[src/rtl/login_sequencer_if.sv]
// Bus between the login sequencer and the rest of the game.
// Handshake: every input is a one-cycle strobe or a level sampled on the rising
// clock edge. There is no back-pressure. Every output is a registered level
// that is valid for the whole cycle after the edge that changed it.
interface login_sequencer_if;
    logic       start;
    logic       user_sel;
    logic       tick;
    logic       pw_done;
    logic       pw_ok;
    logic       game_over;
    logic       pw_req;
    logic       guest;
    logic       game_en;
    logic       locked;
    logic [1:0] attempts_left;
    logic [2:0] dbg_state;

    // Environment side: drives the strobes and observes the session outputs.
    modport master (
        output start, user_sel, tick, pw_done, pw_ok, game_over,
        input  pw_req, guest, game_en, locked, attempts_left, dbg_state
    );

    // Sequencer side.
    modport slave (
        input  start, user_sel, tick, pw_done, pw_ok, game_over,
        output pw_req, guest, game_en, locked, attempts_left, dbg_state
    );
endinterface

[src/rtl/login_sequencer.sv]
// Session controller: start -> guest/password selection -> password attempts
// with per-attempt timeout -> timed lockout or gameplay until game_over.
module login_sequencer #(
    parameter int unsigned MAX_ATTEMPTS = 3,
    parameter int unsigned PW_TIMEOUT   = 15,
    parameter int unsigned LOCK_TICKS   = 10
) (
    input logic               clk,
    input logic               rst,
    login_sequencer_if.slave  bus
);

    localparam logic [1:0] MAX_ATT = 2'(MAX_ATTEMPTS);
    localparam logic [7:0] PW_TO   = 8'(PW_TIMEOUT);
    localparam logic [7:0] LOCK_T  = 8'(LOCK_TICKS);

    typedef enum logic [2:0] {
        S_IDLE    = 3'd0,
        S_SELECT  = 3'd1,
        S_PW_WAIT = 3'd2,
        S_PLAY    = 3'd3,
        S_LOCK    = 3'd4
    } state_t;

    state_t     state_q, state_d;
    logic       guest_q, guest_d;
    logic [1:0] att_q, att_d;
    logic [7:0] cnt_q, cnt_d;
    logic [7:0] cnt_inc;
    logic       fail;

    // Counter never exceeds the limit minus one, so the increment cannot wrap.
    assign cnt_inc = cnt_q + 8'd1;

    // State, guest flag, attempt count and tick counter registers.
    always_ff @(posedge clk) begin
        if (rst) begin
            state_q <= S_IDLE;
            guest_q <= 1'b0;
            att_q   <= 2'd0;
            cnt_q   <= 8'd0;
        end else begin
            state_q <= state_d;
            guest_q <= guest_d;
            att_q   <= att_d;
            cnt_q   <= cnt_d;
        end
    end

    // Next-state logic; pw_done takes priority over a coincident tick/timeout.
    always_comb begin
        state_d = state_q;
        guest_d = guest_q;
        att_d   = att_q;
        cnt_d   = cnt_q;
        fail    = 1'b0;
        unique case (state_q)
            S_IDLE: begin
                if (bus.start) state_d = S_SELECT;
            end
            S_SELECT: begin
                if (bus.user_sel) begin
                    state_d = S_PW_WAIT;
                    att_d   = MAX_ATT;
                    cnt_d   = 8'd0;
                end else begin
                    state_d = S_PLAY;
                    guest_d = 1'b1;
                end
            end
            S_PW_WAIT: begin
                if (bus.pw_done) begin
                    cnt_d = 8'd0;
                    if (bus.pw_ok) begin
                        state_d = S_PLAY;
                        guest_d = 1'b0;
                    end else begin
                        fail = 1'b1;
                    end
                end else if (bus.tick) begin
                    if (cnt_inc == PW_TO) fail = 1'b1;
                    else                  cnt_d = cnt_inc;
                end
                if (fail) begin
                    cnt_d = 8'd0;
                    if (att_q == 2'd1) begin
                        state_d = S_LOCK;
                        att_d   = 2'd0;
                    end else begin
                        att_d = att_q - 2'd1;
                    end
                end
            end
            S_LOCK: begin
                if (bus.tick) begin
                    if (cnt_inc == LOCK_T) begin
                        state_d = S_IDLE;
                        cnt_d   = 8'd0;
                    end else begin
                        cnt_d = cnt_inc;
                    end
                end
            end
            S_PLAY: begin
                if (bus.game_over) begin
                    state_d = S_IDLE;
                    guest_d = 1'b0;
                    att_d   = 2'd0;
                end
            end
            default: begin
                state_d = S_IDLE;
                guest_d = 1'b0;
                att_d   = 2'd0;
                cnt_d   = 8'd0;
            end
        endcase
    end

    // Moore outputs decoded straight from the registered state.
    assign bus.pw_req        = (state_q == S_PW_WAIT);
    assign bus.game_en       = (state_q == S_PLAY);
    assign bus.locked        = (state_q == S_LOCK);
    assign bus.guest         = guest_q;
    assign bus.attempts_left = att_q;
    assign bus.dbg_state     = state_q;

endmodule
[src/flat_wrapper.sv]
// flat-port wrapper written by rule: the top's interface ports become plain ports
module login_sequencer_flat 
#(
    parameter int unsigned MAX_ATTEMPTS = 3,
    parameter int unsigned PW_TIMEOUT   = 15,
    parameter int unsigned LOCK_TICKS   = 10
)
  (clk, rst, bus_start, bus_user_sel, bus_tick, bus_pw_done, bus_pw_ok, bus_game_over, bus_pw_req, bus_guest, bus_game_en, bus_locked, bus_attempts_left, bus_dbg_state);
  login_sequencer_if bus_i ();
  input logic clk;
  input logic rst;
  input wire logic [$bits(bus_i.start)-1:0] bus_start;
  input wire logic [$bits(bus_i.user_sel)-1:0] bus_user_sel;
  input wire logic [$bits(bus_i.tick)-1:0] bus_tick;
  input wire logic [$bits(bus_i.pw_done)-1:0] bus_pw_done;
  input wire logic [$bits(bus_i.pw_ok)-1:0] bus_pw_ok;
  input wire logic [$bits(bus_i.game_over)-1:0] bus_game_over;
  output wire logic [$bits(bus_i.pw_req)-1:0] bus_pw_req;
  output wire logic [$bits(bus_i.guest)-1:0] bus_guest;
  output wire logic [$bits(bus_i.game_en)-1:0] bus_game_en;
  output wire logic [$bits(bus_i.locked)-1:0] bus_locked;
  output wire logic [$bits(bus_i.attempts_left)-1:0] bus_attempts_left;
  output wire logic [$bits(bus_i.dbg_state)-1:0] bus_dbg_state;
  assign bus_i.start = bus_start;
  assign bus_i.user_sel = bus_user_sel;
  assign bus_i.tick = bus_tick;
  assign bus_i.pw_done = bus_pw_done;
  assign bus_i.pw_ok = bus_pw_ok;
  assign bus_i.game_over = bus_game_over;
  assign bus_pw_req = bus_i.pw_req;
  assign bus_guest = bus_i.guest;
  assign bus_game_en = bus_i.game_en;
  assign bus_locked = bus_i.locked;
  assign bus_attempts_left = bus_i.attempts_left;
  assign bus_dbg_state = bus_i.dbg_state;
  login_sequencer #(.MAX_ATTEMPTS(MAX_ATTEMPTS), .PW_TIMEOUT(PW_TIMEOUT), .LOCK_TICKS(LOCK_TICKS)) u_core (.clk(clk), .rst(rst), .bus(bus_i));
endmodule
[config.mk]
export PLATFORM = sky130hd
export DESIGN_NAME = login_sequencer_flat
export DESIGN_NICKNAME = d
export VERILOG_FILES = /design/src/rtl/login_sequencer_if.sv /design/src/rtl/login_sequencer.sv /design/src/flat_wrapper.sv
export SDC_FILE = /design/constraint.sdc
export NUM_CORES = 1
export LEC_CHECK = 0
export ABC_AREA = 1
export CORE_UTILIZATION = 55
export DETAILED_ROUTE_END_ITERATION = 10
export PLACE_DENSITY_LB_ADDON = 0.2
export REMOVE_ABC_BUFFERS = 1
export SLEW_MARGIN = 10
export SYNTH_ARGS = -nofsm -noshare
export SYNTH_HDL_FRONTEND = slang
export SYNTH_SLANG_ARGS = --single-unit
[constraint.sdc]
create_clock -name clk -period 4.2 [get_ports clk]
set_clock_uncertainty 0.1 [all_clocks]
set_input_delay 0.84 -clock clk [delete_from_list [all_inputs] [get_ports clk]]
set_output_delay 0.84 -clock clk [all_outputs]
set_load 0.01 [all_outputs]
==> impl_metrics.env <==
export IMPL_ys_ff_latch=14
export IMPL_die_x_microns=43.9
export IMPL_ys_types=21
export IMPL_cts_setup_buffers=0
export IMPL_area_growth_syn_to_layout_pct=20.6
export IMPL_hpwl_microns=1770
export IMPL_cp_end_kind="primary output"
export IMPL_antenna_found_initial=0
export IMPL_grt_pass1_vias=922
export IMPL_firstDrtPassIters=7
export IMPL_synth_top_cell_area_share_pct=29.0
export IMPL_ir_worst_vdd_v=0.000328
export IMPL_hold_end="u_core.bus.guest$_SDFFE_PP0P_"
export IMPL_reg2regPathDepth=10
export IMPL_core_area_sq_um=1580
export IMPL_diodes=0
export IMPL_cts_tree="done"
export IMPL_finalSetupViolCount=0
export IMPL_insertion_delay_ns=0.27
export IMPL_r2r_start="u_core.cnt_q[1]$_SDFFE_PP0P_"
export IMPL_clock_sinks=14
export IMPL_final_layout_size_suffix_gt1_share_pct=8.77
export IMPL_rsz0062_at_grt="false"
export IMPL_globalRouteTotalUtil_pct=26.4
export IMPL_cts_htree_levels=1
export IMPL_die_h_microns=43.9
export IMPL_cts_hold_buf=0
export IMPL_grt_pass1_wl_microns=3780
export IMPL_root_buffer="clkbuf_4"
export IMPL_hold_depth=2
export IMPL_gr_total_overflow=0
export IMPL_timing_final_ws_setup_ns=1.54
export IMPL_drv_cap=0
export IMPL_cts_reportedPaths_clkPinSlew_ns=0.08
export IMPL_syn_cell_area_sq_um=967
export IMPL_dieArea_sq_um=1930
export IMPL_hp_class="flop to flop"
export IMPL_max_stage_delay_ns=0.59
export IMPL_period_share_pct=63.3
export IMPL_status="finished with violations"
export IMPL_drt_iter0_drc=35
export IMPL_post_dp_cell_area_sq_um=1140
export IMPL_via_count=1048
export IMPL_synth_seq_area_share_pct=29.0
export IMPL_critPathMaxFanout=4
export IMPL_fin_setup_tns_ns=0
export IMPL_maxSlewViolCount=0
export IMPL_io_pins=17
export IMPL_fmax_mhz=376
export IMPL_cpLargestDelayFamily="buffers and inverters"
export IMPL_drcViolationCount=1
export IMPL_min_delay_start="u_core.bus.guest$_SDFFE_PP0P_"
export IMPL_start_kind="flop"
export IMPL_synth_cells=153
export IMPL_synth_warnings=0
export IMPL_cp_required_ns=3.26
export IMPL_worstSetupPathType="flop to primary output"
export IMPL_power_density_nw_per_um2=406
export IMPL_critPathArrivalTime_ns=1.72
export IMPL_power_leakage_nw=0.488
export IMPL_numCtsBuffers=3
export IMPL_start_util_pct=61.3
export IMPL_crit_top_cell="nor2_1"
export IMPL_post_place_ws_ns=1.75
export IMPL_avgSynthCellArea_sq_um=6.32
export IMPL_num_rows=14
export IMPL_violations="design-rule violations"
export IMPL_rr_endpoint="u_core.cnt_q[1]$_SDFFE_PP0P_"
export IMPL_finalNetCount=185
export IMPL_grt_max_degree=12
export IMPL_rrSetupSlack_ns=2.22
export IMPL_finalHoldViolCount=0
export IMPL_worstMarginPinSlew_ns=0.472
export IMPL_nFillCells=141
export IMPL_drt_total_wl_microns=2310
export IMPL_gp_congestion=0.949
export IMPL_relSlewSlack_pct=68.3
export IMPL_fin_crit_ns=2.66
export IMPL_io_buffers=16
export IMPL_cp_num_buf_inv=2
export IMPL_critical_path_cell_chain="nor2_1 -> inv_1 -> nor2_1 -> clkdlybuf4s50_1"
export IMPL_clock_path_buffers=2
export IMPL_post_cts_resize_count=0
export IMPL_avgRoutedWirePerCell_microns=12.3
export IMPL_vias_per_cell=5.60
export IMPL_crit_slowest_cell="clkdlybuf4s50_1"
export IMPL_ant_nets=0
export IMPL_synth_area_top_cells="dfxtp_1, nand2_1, nand3_1, a21oi_1, inv_1"
export IMPL_fin_area_sq_um=1170
export IMPL_synth_top_cell_by_area="dfxtp_1"
cells in the mapped netlist, drive strengths merged:
| cell type | instances |
|---|---|
| o21bai | 1 |
| xor2 | 1 |
| nor2 | 21 |
| nand2 | 35 |
| xnor2 | 1 |
| nor3 | 2 |
| a21oi | 17 |
| inv | 25 |
| dfxtp | 14 |
| nand4 | 2 |
| nand3 | 23 |
| clkbuf | 1 |
| o21ai | 5 |
| ha | 4 |
| o31ai | 1 |
cells by family after synthesis:
kind of cell               Yosys count  share of synthesized area, %
adders and majority gates            4                          5.17
AOI/OAI and AO/OA                   24                          14.1
buffers and inverters               26                          10.1
DFF                                 14                          29.0
and+or+nand+nor                     83                          39.8
xor gates and xnor gates             2                          1.81
cell type report:
type / count / area [sq um] / share of cell area, %
clock buffers: 3 / 22.5 / 1.93
inverters: 25 / 93.8 / 8.05
multi-input cells: 113 / 589 / 50.5
flip-flops and latches: 14 / 280 / 24.0
well taps: 16 / 20.0 / 1.72
repair buffers: 16 / 160 / 13.7
metal layers:
layer | global-route usage, % | share of wire (%) | routed length (microns) | up-vias
met1 | 35.5 | 48 | 1110 | 471
met2 | 40.9 | 44 | 1010 | 42
met5 | 0 | 0 | 0 | -
met3 | 4.58 | 6.8 | 157 | 4
met4 | 12.7 | 1.5 | 35 | 0
li1 | - | - | - | 531
registers in the layout (all words and copies together), names as in the netlist:
register                  cells
u_core.bus.dbg_state          3
u_core.bus.attempts_left      2
u_core.bus.guest              1
u_core.cnt_q                  8
power by group:
| part | switching, W | internal [W] |
|---|---|---|
| Sequential | 0.0000155 | 0.000150 |
| Combinational | 0.000136 | 0.0000963 |
| Clock | 0.0000433 | 0.0000332 |
| Total | 0.000195 | 0.000279 |
cell usage in the layout (no fill, tap or decap):
| cell | synthesis | routed |
|---|---|---|
| nand4_1 | 1 | 1 |
| nor3_1 | 1 | 1 |
| o31ai_1 | 1 | 1 |
| ha_1 | 4 | 4 |
| nor3_2 | 1 | 1 |
| dfxtp_1 | 14 | 14 |
| clkbuf_4 | 0 | 3 |
| nor2_2 | 3 | 3 |
| inv_2 | 4 | 4 |
| o21ai_0 | 5 | 5 |
| clkdlybuf4s50_1 | 0 | 16 |
| a21oi_1 | 16 | 16 |
| nand4_4 | 1 | 1 |
| a21oi_4 | 1 | 1 |
| nand3_2 | 2 | 2 |
| xor2_1 | 1 | 1 |
| nand3_1 | 21 | 21 |
| nand2_1 | 35 | 35 |
| xnor2_1 | 1 | 1 |
| inv_1 | 21 | 21 |
| o21bai_1 | 1 | 1 |
| nor2_1 | 18 | 18 |
stage by stage:
stage | std cells | hold WS, ns | power (W) | utilization, %
after floorplan | 152 | 0.352 | 0.000316 | -
after global placement | 184 | 0.369 | 0.000391 | 72.5
after detailed placement | 184 | 0.366 | 0.000397 | 72.5
after CTS | 187 | 0.379 | 0.000473 | 74.0
after global routing | 187 | 0.419 | 0.000506 | 74.0
final | 187 | 0.375 | 0.000474 | 74.0
worst max-delay path by stage:
stage,from,endpoint,cells past startpoint
floorplan,u_core.bus.dbg_state[0]$_SDFFE_PP0P_,bus_locked,3
CTS,u_core.bus.dbg_state[0]$_SDFFE_PP0P_,bus_locked,4
global route,u_core.bus.dbg_state[0]$_SDFFE_PP0P_,bus_locked,4
finish,u_core.bus.dbg_state[0]$_SDFFE_PP0P_,bus_locked,4
detailed placement,bus_pw_done,u_core.cnt_q[2]$_SDFFE_PP0P_,7
global placement,bus_pw_done,u_core.cnt_q[2]$_SDFFE_PP0P_,7
worst reg2reg max path: cells and delay by family, from the launching register on:
family                     cells  cell delay [ns]
DFF                            1             0.43
and+or+nand+nor                7             0.86
adders and majority gates      1             0.22
AOI/OAI and AO/OA              2             0.24
Note: power is estimated with default switching activity, not from simulation.
